--- src/rtl/adder_pkg.sv ---
// Shared constants and elaboration helpers for the pipelined carry-lookahead adder.
package adder_pkg;

  localparam int WIDTH_DEF = 32'sd16;
  localparam int GROUP_DEF = 32'sd4;

  // Number of pipeline stages: one CLA slice per stage.
  function automatic int nstg(input int width, input int group);
    return width / group;
  endfunction

endpackage

--- src/rtl/pipelined_cla_adder_cla_group.sv ---
// Combinational GROUP-bit carry-lookahead slice. Every carry is the flat
// sum-of-products expansion of G/P terms, so there is no ripple inside the slice.
module cla_group
  import adder_pkg::*;
#(
  parameter int GROUP = GROUP_DEF
) (
  input  logic [GROUP-1:0] a,
  input  logic [GROUP-1:0] b,
  input  logic             cin,
  output logic [GROUP-1:0] s,
  output logic             cout,
  output logic             c_msb
);

  logic [GROUP-1:0] p;
  logic [GROUP-1:0] g;
  logic [GROUP:0]   c;
  logic             acc;
  logic             prod;

  assign p = a ^ b;
  assign g = a & b;

  // Lookahead carries: c[i+1] = g[i] | p[i]g[i-1] | ... | p[i]..p[0]cin.
  always_comb begin
    c    = '0;
    acc  = 1'b0;
    prod = 1'b0;
    c[0] = cin;
    for (int i = 0; i < GROUP; i++) begin
      acc = 1'b0;
      for (int j = 0; j <= i; j++) begin
        prod = g[j];
        for (int m = j + 1; m <= i; m++) begin
          prod = prod & p[m];
        end
        acc = acc | prod;
      end
      prod = cin;
      for (int m = 0; m <= i; m++) begin
        prod = prod & p[m];
      end
      c[i+1] = acc | prod;
    end
  end

  assign s     = p ^ c[GROUP-1:0];
  assign cout  = c[GROUP];
  assign c_msb = c[GROUP-1];

endmodule

--- src/rtl/pipelined_cla_adder.sv ---
// Pipelined WIDTH-bit adder/subtractor: one GROUP-bit CLA slice per stage,
// carries passed between slices only through stage registers, valid/ready on
// both sides with a single global advance (the whole pipe holds on stall).
//
// Each stage register is one packed word: the sum slices already produced sit
// in the low bits, the operand pairs {b_j, a_j} still waiting for their slice
// sit above them, and the top bit is the signed-overflow flag of the newest
// slice. The last stage's word is therefore exactly {OVF, S}.
module pipelined_cla_adder
  import adder_pkg::*;
#(
  parameter int WIDTH = WIDTH_DEF,
  parameter int GROUP = GROUP_DEF
) (
  input  logic             clk,
  input  logic             rst_n,
  input  logic             in_valid,
  output logic             in_ready,
  input  logic [WIDTH-1:0] A,
  input  logic [WIDTH-1:0] B,
  input  logic             Cin,
  input  logic             SUB,
  output logic             out_valid,
  input  logic             out_ready,
  output logic [WIDTH-1:0] S,
  output logic             Cout,
  output logic             OVF
);

  localparam int NSTG = nstg(WIDTH, GROUP);
  localparam int WW   = 2 * WIDTH;

  if ((WIDTH % GROUP) != 32'sd0) begin : g_width_check
    $error("pipelined_cla_adder: WIDTH must be a multiple of GROUP");
  end

  logic          adv;
  logic          c0;
  logic [WW-1:0] packed_in;

  // One shared advance: results move on unless a held result is blocked.
  assign adv      = ~out_valid | out_ready;
  assign in_ready = adv;

  // Operand prep: invert B and force carry-in for subtract, interleave slices.
  always_comb begin
    packed_in = '0;
    c0        = SUB ? 1'b1 : Cin;
    for (int j = 0; j < NSTG; j++) begin
      packed_in[2*GROUP*j +: GROUP]         = A[GROUP*j +: GROUP];
      packed_in[2*GROUP*j + GROUP +: GROUP] = SUB ? ~B[GROUP*j +: GROUP] : B[GROUP*j +: GROUP];
    end
  end

  for (genvar k = 0; k < NSTG; k++) begin : g_stg
    localparam int DONE = k * GROUP;
    localparam int WO   = WW - (k + 1) * GROUP;
    localparam logic [WW:0] ONE      = {{WW{1'b0}}, 1'b1};
    localparam logic [WW:0] LOW_MASK = (ONE << DONE) - ONE;

    logic [WW:0]      in_word;
    logic             c_in;
    logic             v_in;
    logic [GROUP-1:0] s_slice;
    logic             c_out;
    logic             c_msb;
    logic [WO-1:0]    next_word;
    logic [WO:0]      word_r;
    logic             c_r;
    logic             v_r;

    if (k == 0) begin : g_src
      assign in_word = {1'b0, packed_in};
      assign c_in    = c0;
      assign v_in    = in_valid;
    end else begin : g_src
      assign in_word = {{DONE{1'b0}}, g_stg[k-1].word_r};
      assign c_in    = g_stg[k-1].c_r;
      assign v_in    = g_stg[k-1].v_r;
    end

    cla_group #(.GROUP(GROUP)) u_cla (
      .a     (in_word[DONE +: GROUP]),
      .b     (in_word[DONE + GROUP +: GROUP]),
      .cin   (c_in),
      .s     (s_slice),
      .cout  (c_out),
      .c_msb (c_msb)
    );

    // Replace the consumed operand pair with its sum slice; keep the rest.
    assign next_word = WO'(((in_word >> (DONE + 2 * GROUP)) << (DONE + GROUP))
                         | ({{(WW + 1 - GROUP){1'b0}}, s_slice} << DONE)
                         | (in_word & LOW_MASK));

    // Stage register: valid follows the pipe, data only loads for real beats.
    always_ff @(posedge clk or negedge rst_n) begin
      if (!rst_n) begin
        v_r    <= 1'b0;
        c_r    <= 1'b0;
        word_r <= '0;
      end else if (adv) begin
        v_r <= v_in;
        if (v_in) begin
          c_r    <= c_out;
          word_r <= {c_out ^ c_msb, next_word};
        end
      end
    end
  end

  assign out_valid = g_stg[NSTG-1].v_r;
  assign S         = g_stg[NSTG-1].word_r[WIDTH-1:0];
  assign OVF       = g_stg[NSTG-1].word_r[WIDTH];
  assign Cout      = g_stg[NSTG-1].c_r;

endmodule

--- config.mk ---
export PLATFORM = sky130hd
export DESIGN_NAME = pipelined_cla_adder
export DESIGN_NICKNAME = d
export VERILOG_FILES = /design/src/rtl/adder_pkg.sv /design/src/rtl/pipelined_cla_adder_cla_group.sv /design/src/rtl/pipelined_cla_adder.sv
export SDC_FILE = /design/constraint.sdc
export NUM_CORES = 1
export LEC_CHECK = 0
export CELL_PAD_IN_SITES_DETAIL_PLACEMENT = 0
export CELL_PAD_IN_SITES_GLOBAL_PLACEMENT = 1
export CORE_UTILIZATION = 41
export CTS_CLUSTER_SIZE = 40
export DETAILED_ROUTE_END_ITERATION = 6
export GPL_TIMING_DRIVEN = 1
export PLACE_DENSITY_LB_ADDON = 0.1
export SYNTH_ARGS = -nofsm -noshare
export SYNTH_HDL_FRONTEND = slang
export SYNTH_SLANG_ARGS = --single-unit
--- constraint.sdc ---
create_clock -name clk -period 1.6 [get_ports clk]
set_input_delay 0.32 -clock clk [delete_from_list [all_inputs] [get_ports clk]]
set_output_delay 0.32 -clock clk [all_outputs]
set_load 0.03 [all_outputs]
# Yosys cells after proc, flatten, opt, wreduce, memory -nomap -nowiden
# Index checks and enable logic that the tools add are counted.
# op_classes
n_mux,5
bitwise_logic,106
n_reduce_logical,4
# ops
cell,count
1-bit OR,41
1-bit bitwise AND,40
4-bit bitwise XOR,8
28-bit by 4-bit OR with 28-bit output,1
24-bit by 4-bit OR with 24-bit output,1
24-bit by 8-bit OR with 24-bit output,1
20-bit by 12-bit OR with 20-bit output,1
20-bit by 8-bit OR with 20-bit output,1
4-bit bitwise AND,4
4-bit 2-to-1 mux,4
4-bit inverter,4
1-bit by 16-bit OR with 16-bit output (first input constant),1
16-bit by 12-bit OR with 16-bit output,1
2-bit AND reduction,4
1-bit 2-to-1 mux,1
1-bit inverter,1
1-bit bitwise XOR,1
# totals
reg_bits,97
input_bits,38
output_inout_bits,20
wordCells,127

# Longest topological paths before layout
# logic_depth
depth_word,10
ltp_mapped,8

# Cells and area by module
# A second synthesis with hierarchy kept.
# unflattened
hier_cells,308
hier_area_um2,4640.7
# by_module_without_submodules
module,n_inst,cells_per_inst,area_each_um2,seq_area_each_um2
pipelined_cla_adder,1,244,3975.1,2427.3
cla_group (g_stg[0].u_cla ...),3,15,162.7,0.0
cla_group (g_stg[3].u_cla),1,19,177.7,0.0

# Least setup slack after synthesis
# No wires, ideal clock.
# synth_timing
kind,input-to-reg
from,input port SUB
to,register g_stg[0].c_r
setup_time_ns,0.124
arrival_time_ns,1.957
required_ns,1.476
slack_ns,-0.481
path_stages,8
path_buffers,2
cell_sequence,buf_2 > buf_4 > xor2_1 > ha_1 > ha_1 > o211a_1 > o21a_1 > o31a_1
# synth_between
elab_chain_cells,9
elab_cells_between_ends,18
cone_classes,mux: 2; bitwise: 16
# synth_rtl
item,line,source
from (decl),pipelined_cla_adder.sv:22,"input logic SUB,"
4-bit 2-to-1 mux,pipelined_cla_adder.sv:51,packed_in[2*GROUP*j + GROUP +: GROUP] = SUB ? ~B[GROUP*j +: GROUP] : B[GROUP*j +: GROUP];
4-bit bitwise AND / 4-bit bitwise XOR (equally long branches),"pipelined_cla_adder_cla_group.sv:23, pipelined_cla_adder_cla_group.sv:22",
1-bit bitwise AND (3 in a row),pipelined_cla_adder_cla_group.sv:36,prod = prod & p[m];
1-bit OR (3 in a row),pipelined_cla_adder_cla_group.sv:38,acc = acc | prod;
1-bit OR (*),pipelined_cla_adder_cla_group.sv:44,c[i+1] = acc | prod;
to (signal assigned),pipelined_cla_adder.sv:105,c_r <= c_out;
to (decl),pipelined_cla_adder.sv:69,logic c_r;
# Every way passes the cells marked *; elsewhere a longest branch is shown, timed or not.
# A chain may end at the register's enable or synchronous reset.

# Final worst setup path
# layout_timing
from,register g_stg[2].word_r[16]
to,register g_stg[3].word_r[16]
# layout_between
elab_chain_cells,9
elab_cells_between_ends,17
cone_classes,bitwise: 17
# layout_rtl
item,line,source
from (decl),pipelined_cla_adder.sv:68,logic [WO:0] word_r;
from (signal assigned),pipelined_cla_adder.sv:106,"word_r <= {c_out ^ c_msb, next_word};"
4-bit bitwise AND,pipelined_cla_adder_cla_group.sv:23,assign g = a & b;
1-bit bitwise AND (3 in a row),pipelined_cla_adder_cla_group.sv:36,
1-bit OR (3 in a row),pipelined_cla_adder_cla_group.sv:38,
1-bit OR,pipelined_cla_adder_cla_group.sv:44,
1-bit bitwise XOR (*),pipelined_cla_adder.sv:106,
to (signal assigned),pipelined_cla_adder.sv:106,
to (decl),pipelined_cla_adder.sv:68,
# Marked as above.

==> results.ini <==
[clock_tree]
numCtsBuffers=9
cts.htree.levels=3
cts-root-buf=clkbuf_8
cts_tree=yes
clk_latency_ns=0.35
cts.sinks=97
path_clk_slew_ns=0.10
cts_buffer_depth=2

[sta]
setup_viol=7
slew_headroom=0.796
finalCritPeriodShare=1.05
hold_viol=0
setup_ws_ns=-0.0793
grt_setup_unrepaired=yes
fin_skew_ns=0.0101
fin_tns_setup_ns=-0.361
fmax_mhz=595
tightestPinTransition_ns=0.306
fin_crit_ns=1.68
finalMaxSlewViolations=0

[drt]
wl_per_cell_um=15.2
vias_per_cell=4.90
drt_iter0_drc=65
drt_wl_total_um=8740
drc=0
antenna_left=0
firstDrtPassIters=4
num_vias=2823

[logic_synthesis]
synth-edff-count=0
ys_ff_latch=97
synthMostInstantiatedCell=dfrtp_1
async_flop_share=1.00
ys.flop_type=dfrtp_1
syn_area_per_cell_um2=13.8
netlist_top_cells_area=dfrtp_1 (53%), mux2_4 (12%), mux2_2 (6.1%)
yosys.area.top_type=dfrtp_1
synth_area_um2=4590
synthesis.nets=395
yosysWarnings=0
synth_top_area_share=0.529
yosysSeqAreaShare=0.529
ys_top_cells_by_count=dfrtp_1 (97), o21ai_0 (46), mux2_4 (37)
synth.distinct_cells=34
postSynthCellCount=333

[final_layout]
finish.instance_area_um2=5920
drive_gt1_frac=0.323
area_growth_pct=28.9
nFillCells=926
nets=494
diodes=0

[outcome]
status=finished with violations
violations=negative setup slack

[setup_path]
r2r.worst_path.cells=5
worstSetupPathType=flop to flop
start_kind=flop
rrSetupSlack_ns=-0.08
cp_data_arrival_time_ns=1.95
r2r-end=g_stg[3].word_r[16]
critPathCaptureType=flop
crit_fanout=3
r2r-start=g_stg[2].word_r[16]
crit_required_ns=1.88

[floorplanning]
fp.coreArea_um2=10900
start_util=0.422
num_rows=38
die_h_um=108
die_area_um2=11600
io_pins=58
die_w_um=108

[global_routing]
grt_pass1_wl_um=15100
grt_max_degree=34
grt_pass1_vias=2992
grt.total_usage=0.172
antenna_found_initial=0
grt_overflow=0

[power_and_ir_drop]
comb_power_share=0.464
seq_power_share=0.370
power.leakage_nw=2.83
pwr-share-clk=0.167
swShare=0.340
peakVddDrop_v=0.000921
p_per_area_nw_per_um2=1930
p_int_w=0.00755
p_sw_w=0.00388
power_w=0.0114

[hold_path]
hold_path_class=input port to asynchronous set/reset pin

[placement]
port_buffers=57
gp_congestion=0.739
hpwlAfterDp_um=6490
placed_cell_area_um2=5600

[flow_run]
max-cap-violations=0

metal layers:
metal  global-route usage  wire (um)
met1                0.242       4430
met2                0.271       3990
met3               0.0254        226
met4               0.0558        102
met5                    0          0
worst max-delay path: stages (launching register included):
cell and delay, ns:
dfrtp_1 0.39, ha_1 0.31, ha_2 0.18, o211a_1 0.23, o311a_1 0.36, a21oi_1 0.13
logic make-up (layout without fill, tap and decap cells):
family                   count (synthesis)  after routing  share of synthesized area
multiplexers                            62             62                      0.182
XOR/XNOR                                20             20                     0.0382
adder cells (fa/ha/maj)                 24             24                     0.0720
AND/OR/NAND/NOR                         17             17                     0.0243
flip-flops                              97             97                      0.529
buffers and inverters                   26            129                     0.0352
AO/OA/AOI/OAI                           87             87                      0.119
flip-flops by register name, indices dropped and copies added, names as in the netlist:
| name | flops |
|---|---|
| Cout | 1 |
| g_stg.word_r | 89 |
| g_stg.v_r | 3 |
| g_stg.c_r | 3 |
| out_valid | 1 |
final cells by class:
class / count / area (um^2) / share of cell area
timing repair buffer: 102 / 970 / 0.164
clock buffer: 10 / 138 / 0.0233
tap: 140 / 175 / 0.0296
multi-input combinational: 210 / 2050 / 0.347
sequential: 97 / 2430 / 0.410
clock inverter: 5 / 104 / 0.0176
inverter: 12 / 52.6 / 0.00888
placed cells by master, fill, tap and decap left out, types with 2 or more instances in the layout:
cell type / instances
o211a_1: 4
o21a_1: 10
ha_1: 16
mux2_2: 25
dfrtp_1: 97
dlygate4sd2_1: 21
o21ai_0: 45
fa_1: 4
inv_1: 11
a41o_1: 2
ha_2: 3
nand2_4: 2
or3_1: 2
nand2_2: 2
o31a_1: 4
buf_4: 37
clkbuf_8: 10
clkdlybuf4s50_1: 31
mux2_4: 37
o31ai_2: 2
bufinv_16: 3
a21oi_1: 2
o31ai_1: 4
nor3_1: 4
buf_2: 3
buf_12: 8
xnor2_1: 14
xor2_1: 6
a21o_1: 7
o21ai_1: 4
a21boi_0: 2
per-stage QoR:
step,utilization,worst slack [ns],instances,hold WS [ns]
after floorplan,-,-0.306,333,0.0244
after global placement,0.514,-0.610,551,0.230
after detailed placement,0.514,-0.634,551,0.233
after CTS,0.540,-0.0609,573,0.383
after global routing,0.543,-0.147,576,0.406
final,0.543,-0.0793,576,0.391
power by group through the flow:
stage               clock [W]  combinational, W  sequential (W)
floorplan                   0           0.00330         0.00455
global placement            0           0.00521         0.00427
detailed placement          0           0.00532         0.00431
CTS                   0.00196           0.00524         0.00425
global route          0.00205           0.00582         0.00439
finish                0.00190           0.00530         0.00423
worst max-delay path by stage:
stage               slack [ns]           startpoint                  end  cells after the start
global placement         -0.61                  SUB         g_stg[0].c_r                      7
finish                   -0.08  g_stg[2].word_r[16]  g_stg[3].word_r[16]                      5
global route             -0.15  g_stg[2].word_r[16]  g_stg[3].word_r[16]                      5
detailed placement       -0.63                  SUB         g_stg[0].c_r                      7
floorplan                -0.31                  SUB         g_stg[0].c_r                      8
CTS                      -0.06  g_stg[2].word_r[16]                 Cout                      5
timing repair:
action,CTS,global route
gates resized for setup,34,8
pin swaps,16,7
hold buffers,1,0
hold endpoints to repair,19,0
buffers inserted,6,3
cloned,0,0
endpoints found under the setup margin,31,13
Power figures use the tool's default switching activity.
